$ cat src/rtl/pipe_pkg.sv
// Shared types for the decoded-control pipeline: stage bundles, bubble value,
// forwarding-select encodings and a register-match helper.
package pipe_pkg;

  localparam int unsigned AW  = 5;
  localparam int unsigned OPW = 5;

  typedef struct packed {
    logic [OPW-1:0] aluOp;
    logic           aluSrc;
    logic           regDst;
    logic           branch;
  } exCtrl_t;

  typedef struct packed {
    logic memRead;
    logic memWrite;
  } memCtrl_t;

  typedef struct packed {
    logic regWrite;
    logic memtoReg;
  } wbCtrl_t;

  typedef struct packed {
    exCtrl_t  ex;
    memCtrl_t mem;
    wbCtrl_t  wb;
  } ctrl_t;

  typedef struct packed {
    ctrl_t         ctrl;
    logic [AW-1:0] wdst;
  } idEx_t;

  typedef struct packed {
    memCtrl_t      mem;
    wbCtrl_t       wb;
    logic [AW-1:0] wdst;
  } exMem_t;

  typedef struct packed {
    wbCtrl_t       wb;
    logic [AW-1:0] wdst;
  } memWb_t;

  localparam ctrl_t BUBBLE = '0;

  localparam logic [1:0] FWD_REG   = 2'b00;
  localparam logic [1:0] FWD_EXMEM = 2'b10;
  localparam logic [1:0] FWD_MEMWB = 2'b01;

  // A nonzero destination that matches either source; $0 never matches.
  function automatic logic srcMatch(input logic [AW-1:0] dst,
                                    input logic [AW-1:0] rs,
                                    input logic [AW-1:0] rt);
    return (dst != '0) && ((dst == rs) || (dst == rt));
  endfunction

  // Forward select for one operand; EX/MEM result is newer than MEM/WB.
  function automatic logic [1:0] fwdSel(input logic          memRegWrite,
                                        input logic [AW-1:0] memWdst,
                                        input logic          wbRegWrite,
                                        input logic [AW-1:0] wbWdst,
                                        input logic [AW-1:0] src);
    if (memRegWrite && (memWdst != '0) && (memWdst == src)) begin
      return FWD_EXMEM;
    end else if (wbRegWrite && (wbWdst != '0) && (wbWdst == src)) begin
      return FWD_MEMWB;
    end
    return FWD_REG;
  endfunction

endpackage

$ cat src/rtl/hazard_unit.sv
// Combinational hazard detection: stall, IF/ID flush, ID/EX bubble select and
// (with CTRL_PIPE_FWD_EN) operand forwarding selects.
module hazard_unit
  import pipe_pkg::*;
(
  input  logic          reset,
  input  logic          idValid,
  input  logic          idJump,
  input  logic [AW-1:0] idRs,
  input  logic [AW-1:0] idRt,
  input  logic          exMemRead,
  input  logic [AW-1:0] exWdst,
  input  logic          memRegWrite,
  input  logic [AW-1:0] memWdst,
`ifdef CTRL_PIPE_FWD_EN
  input  logic [AW-1:0] exRs,
  input  logic [AW-1:0] exRt,
  input  logic          wbRegWrite,
  input  logic [AW-1:0] wbWdst,
  output logic [1:0]    forwardA,
  output logic [1:0]    forwardB,
`else
  input  logic          exRegWrite,
`endif
  input  logic          exBranchTaken,
  output logic          stall,
  output logic          flushIfid,
  output logic          idExBubble
);

  logic hz;

  // Dependence of the ID instruction on a result not yet available.
  always_comb begin
    hz = 1'b0;
    if (idValid) begin
      if (exMemRead && srcMatch(exWdst, idRs, idRt)) begin
        hz = 1'b1;
      end
`ifndef CTRL_PIPE_FWD_EN
      if (exRegWrite && srcMatch(exWdst, idRs, idRt)) begin
        hz = 1'b1;
      end
      if (memRegWrite && srcMatch(memWdst, idRs, idRt)) begin
        hz = 1'b1;
      end
`endif
    end
  end

  // Priority: taken branch > hazard stall > jump flush > normal advance.
  always_comb begin
    stall      = 1'b0;
    flushIfid  = 1'b0;
    idExBubble = 1'b0;
    if (!reset) begin
      if (exBranchTaken) begin
        flushIfid  = 1'b1;
        idExBubble = 1'b1;
      end else if (hz) begin
        stall      = 1'b1;
        idExBubble = 1'b1;
      end else begin
        idExBubble = !idValid;
        flushIfid  = idJump && idValid;
      end
    end
  end

`ifdef CTRL_PIPE_FWD_EN
  // Operand bypass selects for the instruction in EX.
  always_comb begin
    forwardA = fwdSel(memRegWrite, memWdst, wbRegWrite, wbWdst, exRs);
    forwardB = fwdSel(memRegWrite, memWdst, wbRegWrite, wbWdst, exRt);
  end
`endif

endmodule

$ cat src/rtl/ctrl_pipe.sv
// Carries the decoded control bundle from ID through ID/EX, EX/MEM and MEM/WB,
// inserting bubbles on load-use hazards and flushing on jump / taken branch.
// Build option: define CTRL_PIPE_FWD_EN to add the forwarding unit
// (forward_a/forward_b ports); otherwise RAW hazards stall until resolved.
module ctrl_pipe
  import pipe_pkg::*;
(
  input  logic           clk,
  input  logic           reset,
  input  logic           id_valid,
  input  logic [AW-1:0]  id_rs,
  input  logic [AW-1:0]  id_rt,
  input  logic [AW-1:0]  id_rd,
  input  logic           id_jump,
  input  logic           id_branch,
  input  logic           id_MemRead,
  input  logic           id_MemtoReg,
  input  logic           id_MemWrite,
  input  logic           id_ALUSrc,
  input  logic           id_RegWrite,
  input  logic           id_RegDst,
  input  logic [OPW-1:0] id_AluOp,
  input  logic           ex_branch_taken,
  output logic           stall,
  output logic           flush_ifid,
  output logic [OPW-1:0] ex_AluOp,
  output logic           ex_ALUSrc,
  output logic           ex_RegDst,
  output logic           ex_branch,
  output logic [AW-1:0]  ex_wdst,
  output logic           mem_MemRead,
  output logic           mem_MemWrite,
  output logic [AW-1:0]  mem_wdst,
  output logic           wb_RegWrite,
  output logic           wb_MemtoReg,
`ifdef CTRL_PIPE_FWD_EN
  output logic [1:0]     forward_a,
  output logic [1:0]     forward_b,
`endif
  output logic [AW-1:0]  wb_wdst
);

  ctrl_t         idCtrl;
  logic [AW-1:0] idWdst;
  idEx_t         idEx;
  exMem_t        exMem;
  memWb_t        memWb;
  logic          idExBubble;

`ifdef CTRL_PIPE_FWD_EN
  logic [AW-1:0] exRs;
  logic [AW-1:0] exRt;
`endif

  // Assemble the incoming bundle from the decoder fields.
  always_comb begin
    idCtrl              = BUBBLE;
    idCtrl.ex.aluOp     = id_AluOp;
    idCtrl.ex.aluSrc    = id_ALUSrc;
    idCtrl.ex.regDst    = id_RegDst;
    idCtrl.ex.branch    = id_branch;
    idCtrl.mem.memRead  = id_MemRead;
    idCtrl.mem.memWrite = id_MemWrite;
    idCtrl.wb.regWrite  = id_RegWrite;
    idCtrl.wb.memtoReg  = id_MemtoReg;
    idWdst              = id_RegDst ? id_rd : id_rt;
  end

  hazard_unit uHazard (
    .reset         (reset),
    .idValid       (id_valid),
    .idJump        (id_jump),
    .idRs          (id_rs),
    .idRt          (id_rt),
    .exMemRead     (idEx.ctrl.mem.memRead),
    .exWdst        (idEx.wdst),
    .memRegWrite   (exMem.wb.regWrite),
    .memWdst       (exMem.wdst),
`ifdef CTRL_PIPE_FWD_EN
    .exRs          (exRs),
    .exRt          (exRt),
    .wbRegWrite    (memWb.wb.regWrite),
    .wbWdst        (memWb.wdst),
    .forwardA      (forward_a),
    .forwardB      (forward_b),
`else
    .exRegWrite    (idEx.ctrl.wb.regWrite),
`endif
    .exBranchTaken (ex_branch_taken),
    .stall         (stall),
    .flushIfid     (flush_ifid),
    .idExBubble    (idExBubble)
  );

  // ID/EX: the only stage that can take a bubble.
  always_ff @(posedge clk) begin
    if (reset || idExBubble) begin
      idEx.ctrl <= BUBBLE;
      idEx.wdst <= '0;
    end else begin
      idEx.ctrl <= idCtrl;
      idEx.wdst <= idWdst;
    end
  end

`ifdef CTRL_PIPE_FWD_EN
  // Source registers of the EX instruction, needed by the forwarding unit.
  always_ff @(posedge clk) begin
    if (reset || idExBubble) begin
      exRs <= '0;
      exRt <= '0;
    end else begin
      exRs <= id_rs;
      exRt <= id_rt;
    end
  end
`endif

  // EX/MEM and MEM/WB always shift.
  always_ff @(posedge clk) begin
    if (reset) begin
      exMem <= '0;
      memWb <= '0;
    end else begin
      exMem.mem  <= idEx.ctrl.mem;
      exMem.wb   <= idEx.ctrl.wb;
      exMem.wdst <= idEx.wdst;
      memWb.wb   <= exMem.wb;
      memWb.wdst <= exMem.wdst;
    end
  end

  assign ex_AluOp     = idEx.ctrl.ex.aluOp;
  assign ex_ALUSrc    = idEx.ctrl.ex.aluSrc;
  assign ex_RegDst    = idEx.ctrl.ex.regDst;
  assign ex_branch    = idEx.ctrl.ex.branch;
  assign ex_wdst      = idEx.wdst;
  assign mem_MemRead  = exMem.mem.memRead;
  assign mem_MemWrite = exMem.mem.memWrite;
  assign mem_wdst     = exMem.wdst;
  assign wb_RegWrite  = memWb.wb.regWrite;
  assign wb_MemtoReg  = memWb.wb.memtoReg;
  assign wb_wdst      = memWb.wdst;

endmodule

$ cat config.mk
export PLATFORM = sky130hd
export DESIGN_NAME = ctrl_pipe
export DESIGN_NICKNAME = d
export VERILOG_FILES = /design/src/rtl/pipe_pkg.sv /design/src/rtl/hazard_unit.sv /design/src/rtl/ctrl_pipe.sv
export SDC_FILE = /design/constraint.sdc
export NUM_CORES = 1
export LEC_CHECK = 0
export ABC_AREA = 1
export BUFFER_PORTS_ARGS = -buffer_cell sky130_fd_sc_hd__buf_2
export CAP_MARGIN = 30
export CELL_PAD_IN_SITES_DETAIL_PLACEMENT = 0
export CELL_PAD_IN_SITES_GLOBAL_PLACEMENT = 1
export CORE_MARGIN = 5
export CORE_UTILIZATION = 29
export DETAILED_ROUTE_END_ITERATION = 6
export PLACE_DENSITY_LB_ADDON = 0.1
export SLEW_MARGIN = 20
export SYNTH_ARGS = -nofsm -noshare
export SYNTH_HDL_FRONTEND = slang
export SYNTH_HIERARCHICAL = 1
export SYNTH_SLANG_ARGS = --single-unit
$ cat constraint.sdc
create_clock -name clk -period 1.7 [get_ports clk]
set_clock_uncertainty 0.05 [all_clocks]
set_input_delay 0.17 -clock clk [delete_from_list [all_inputs] [get_ports clk]]
set_output_delay 0.17 -clock clk [all_outputs]
set_load 0.005 [all_outputs]
==> results.toml, run 1 <==
[outcome]
status = "finished, violations left"
violations = "negative setup slack"

[grt]
grt_max_degree = 14
grt_overflow = 0
grt_usage_pct = 10.8
grt_pass1_vias = 1316
grt_pass1_wl_um = 6060
antenna_found_initial = 0

[logic_synthesis]
ys_seq_elements = 33
yosysUniqueCellTypes = 19
synth_top_area_share_pct = 42.8
syn_avg_cell_area_um2 = 6.83
netlist_top_cells_area = "dfxtp_1 43%, nor2_1 12%, inv_1 11%"
yosys_warnings = 6
synth_cells = 226
synth.cell_area_um2 = 1540
syn-num-nets = 258
yosys.area.top_type = "dfxtp_1"
synth-seq-area-share_pct = 42.8

[critical_path]
path_max_fanout = 6
critical_path_arrival_ps = 1590
rrSetupSlack_ps = 60
path_class = "reg -> out"
required_ps = 1480
cp-end-kind = "output pin"
start_kind = "flop"
r2r_start = "mem_wdst[1]"
reg2regPathDepth = 11
rr_endpoint = "ex_wdst[3]"

[layout]
nets = 324
final_common_cell = "buf_2"
diodes = 0
final_area_um2 = 2160
final_cell_mix = "60 x buf_2, 45 x inv_1, 45 x nor2_1"
instances_no_fill = 363
layout-drive-gt1-share_pct = 41.6
syn_to_final_growth_pct = 39.7
final_util_pct = 42.0

[floorplan]
dieWidth_um = 83.0
row_count = 26
dieArea_um2 = 6880
start_util_pct = 30.0
die_h_um = 83.0
ioPinCount = 61
coreArea_um2 = 5140

[sta]
timing.final.crit_share_pct = 106
period_minus_slack_ps = 1810
setup_slack_ps = -109
slew_violations = 0
rsz0062_at_grt = "yes"
max-slew-margin-rel_pct = 86.8
finalSetupViolCount = 2
fmax_mhz = 553
tightestPinTransition_ps = 198
setup_tns_ps = -132
hold_viol = 0
hold_slack_ps = 43.0

[route]
routedWlPerCell_um = 9.52
ant_nets = 0
drt_iter0_drc = 31
routed_wl_um = 3460
viasPerCell = 3.77
drtPass1Iterations = 4
vias = 1367
drc = 0

[placement]
dpl_worst_slack_ps = -91.1
placed_area_um2 = 1920
portBuffers = 60
hpwl_um = 2760
gp_congestion = 0.749
dpl.cell_count = 355

[run]
cap_violations = 0

[clock_tree]
cts_inserted_buffers = 5
cts_tree = "done"
h-tree-depth = 2
clock-root-buffer = "clkbuf_8"
ctsHoldBuffers = 0
clkLatencyLatePin_ps = 280
clockBufferDepth = 2
cts.clk_slew.worst_paths_ps = 70
clock-sinks = 33

[power]
irDropWorstVdd_mv = 0.329
p_leak_nw = 1.22
fin_total_pwr_mw = 1.86
p_per_area_nw_per_um2 = 863

[min_path]
min_path_type = "in -> reg"
hold_end = "idEx[6]"
hold_start = "id_RegWrite"
whs_path_depth = 3
-- metal layers --
layer  global-route usage (%)  up-vias  wire length, um  share of wire, %
li1                         -      752                -                 -
met1                     13.5      566             1660                48
met2                     16.4       44             1440                42
met3                     4.75        5              292               8.4
met4                     4.01        0               57               1.6
met5                        0        -                0                 0
-- critical path: stages, from the launching register on --
cell      delay (ps)
dfxtp_4          370
nand2_1           60
clkinv_1          50
nor2_1           100
nor2_2            60
nand3_1           60
nand2_1           70
nand2_2           80
buf_4            100
nand4_1          110
a21oi_2          150
buf_2            120
-- layout make-up --
cell class              instances  area [um^2]
clock buffers                   7         86.3
multi-input cells             120          621
repair buffers                 78          439
inverters                      54          208
fillers                       586         2980
flip-flops and latches         33          686
clock inverters                 1         30.0
well taps                      70         87.6
-- kinds of logic after synthesis --
group | share of synthesized area [%]
flops | 42.8
xor+xnor | 5.10
simple gates | 28.1
buf+inv | 22.5
compound gates | 1.46
-- synth_stat cells --
cell      number
a21oi_1        2
buf_2          2
buf_4         15
buf_6          2
clkinv_1       1
dfxtp_1       33
inv_1         46
inv_2          7
nand2_1       45
nand2_2        2
nand3_1        6
nand4_1        1
nor2_1        51
nor2_8         1
nor3_1         1
o21ai_1        1
o31ai_1        1
xnor2_1        4
xor2_1         5
-- flip-flops by register name, summed over array words and instances (netlist names), 2 cells and up --
signal and cells:
wb_wdst 5, ex_wdst 5, ex_AluOp 5, exMem 2
idEx 4, mem_wdst 5
-- worst max path at each step --
| stage | start | to | slack [ps] |
|---|---|---|---|
| global route | mem_wdst[2] | flush_ifid | -250 |
| global placement | ex_wdst[2] | ex_wdst[3] | -70 |
| CTS | mem_wdst[2] | flush_ifid | -140 |
| detailed placement | ex_wdst[2] | ex_wdst[1] | -90 |
| floorplan | ex_wdst[4] | ex_ALUSrc | 20 |
| finish | ex_wdst[0] | flush_ifid | -110 |
-- power by group --
group / leakage, nW / internal, mW / switching, mW / total, mW
registers: 0.275 / 0.804 / 0.0266 / 0.831
clock network: 0.0585 / 0.478 / 0.279 / 0.757
logic: 0.887 / 0.134 / 0.140 / 0.273
total: 1.22 / 1.42 / 0.445 / 1.86
-- what timing repair did --
item,CTS,global route
endpoints found under the setup margin,19,19
resized for setup,12,29
buffers inserted,0,1
pin swaps,1,17
Power figures use the tool's default switching activity.
==> run 2, diff against run 1 <==
==> constraint.sdc (replaced) <==
create_clock -name clk -period 1.7 [get_ports clk]
set_clock_uncertainty 0.05 [all_clocks]
set_input_delay 0.17 -clock clk [delete_from_list [all_inputs] [get_ports clk]]
set_output_delay 0.17 -clock clk [all_outputs]
set_load 0.02 [all_outputs]
==> run 2 against run 1 <==
The flow still finishes with violations (negative setup slack). Maximum frequency fell by 1.5%. Sequential cell count did not move. Via count fell by 0.88%. Combinational power rose by 11%. Register-to-register slack barely moved. Count of clock-buffer cells in the layout did not move. Power rose by 1.6%. Sequential share of layout area rose by 0.19 points. Worst hold slack barely moved. Largest power group unchanged.
==> results.toml, run 2 (same netlist as run 1, synthesis figures left out) <==
[sta]
hold_viol = 0
slew_violations = 0
rsz0062_at_grt = "yes"
period_minus_slack_ps = 1840
setup_slack_ps = -137
fmax_mhz = 544
hold_slack_ps = 43.1
timing.final.crit_share_pct = 108
tightestPinTransition_ps = 198
max-slew-margin-rel_pct = 86.8
finalSetupViolCount = 2

[layout]
layout-drive-gt1-share_pct = 40.8
instances_no_fill = 362
diodes = 0
syn_to_final_growth_pct = 38.9
final_cell_mix = "58 x buf_2, 46 x nor2_1, 45 x inv_1"
nets = 323
final_common_cell = "buf_2"

[route]
viasPerCell = 3.74
drc = 0
ant_nets = 0
vias = 1355
routed_wl_um = 3450
drt_iter0_drc = 29
drtPass1Iterations = 5
routedWlPerCell_um = 9.53

[clock_tree]
clkLatencyLatePin_ps = 280
cts_inserted_buffers = 5
cts_tree = "done"
clockBufferDepth = 2
cts.clk_slew.worst_paths_ps = 70
clock-sinks = 33
ctsHoldBuffers = 0
h-tree-depth = 2
clock-root-buffer = "clkbuf_8"

[grt]
grt_pass1_wl_um = 6060
met2_usage_pct = 16.4
grt_overflow = 0
gr-usage-met3_pct = 4.75
grt_usage_pct = 10.8
grt_pass1_vias = 1316
grt_busiest_layer = "met2"
antenna_found_initial = 0
grt_max_degree = 14
met1_usage_pct = 13.5

[power]
p_per_area_nw_per_um2 = 882
p_seq_share_pct = 43.9
irDropWorstVdd_mv = 0.335
switchingPower_mw = 0.476
power.share.clock_pct = 40.0
p_leak_nw = 1.22
p_sw_share_pct = 25.2
comb_power_share_pct = 16.1
p_int_mw = 1.42

[floorplan]
die_h_um = 83.0
coreArea_um2 = 5140
ioPinCount = 61
dieWidth_um = 83.0
dieArea_um2 = 6880
start_util_pct = 30.0
row_count = 26

[critical_path]
critical_path_arrival_ps = 1620
path_max_fanout = 3
start_kind = "flop"
path_class = "reg -> out"
cp-end-kind = "output pin"
required_ps = 1480

[min_path]
min_path_type = "in -> reg"

[placement]
hpwl_um = 2760
dpl.cell_count = 355
gp_congestion = 0.749
portBuffers = 60

[outcome]
violations = "negative setup slack"
status = "finished, violations left"

[run]
cap_violations = 0
==> run 2: changes by cell type in the layout (fill, tap and decap cells not counted) <==
cell	before	now
buf_2	60	58
buf_4	17	18
nor2_1	45	46
nand2_1	39	40
nor2_4	2	1
nand2_2	7	6
==> run 2: worst max-delay path: stages (launching register included) <==
cell	delay, ps
dfxtp_1	340
buf_4	150
o31ai_2	200
inv_1	70
nand2_2	80
buf_4	100
nand4_1	90
a21oi_2	150
buf_4	150
==> run 2: what timing repair did <==
action	in CTS	in global routing
endpoints found under the setup margin	19	19
buffers inserted	0	0
pin swaps	2	12
hold endpoints to repair	0	0
cloned	0	0
resized for setup	13	27
==> run 2: area by class of cell <==
cell class,count,area [um^2]
inverters,54,208
clock buffers,7,86.3
fillers,584,3000
flip-flops and latches,33,686
repair buffers,77,437
multi-input cells,120,611
clock inverters,1,30.0
well taps,70,87.6
==> run 2: power groups by stage <==
stage / Combinational [mW] / Sequential (mW) / Clock, mW
2_1_floorplan: 0.175 / 0.857 / 0
3_3_place_gp: 0.287 / 0.847 / 0
3_5_place_dp: 0.285 / 0.848 / 0
4_1_cts: 0.292 / 0.833 / 0.793
5_1_grt: 0.344 / 0.836 / 0.823
6_report: 0.304 / 0.831 / 0.756
==> run 2: stage by stage <==
stage	setup TNS [ps]	setup WS [ps]	utilization [%]	instance area (um^2)	power [mW]
floorplan	0	17.9	-	1540	1.03
global placement	-473	-68.9	37.4	1920	1.13
detailed placement	-921	-91.1	37.4	1920	1.13
CTS	-411	-175	40.2	2070	1.92
global route	-934	-283	41.7	2140	2.00
finish	-182	-137	41.7	2140	1.89
==> run 2: worst paths after layout <==
kind	startpoint	end	slack [ps]	depth (start not counted)
max reg2reg	mem_wdst[1]	ex_wdst[3]	60	11
min reg2reg	idEx[7]	mem_MemWrite	350	2
min	id_RegWrite	idEx[6]	40	3
max	mem_wdst[1]	flush_ifid	-140	8
==> run 2: layer usage <==
| layer | part of all wire (%) | vias up | wire (um) |
|---|---|---|---|
| met5 | 0 | - | 0 |
| met4 | 1.7 | 0 | 57 |
| met3 | 8.6 | 5 | 298 |
| met2 | 41 | 45 | 1430 |
| met1 | 48 | 555 | 1660 |
| li1 | - | 750 | - |
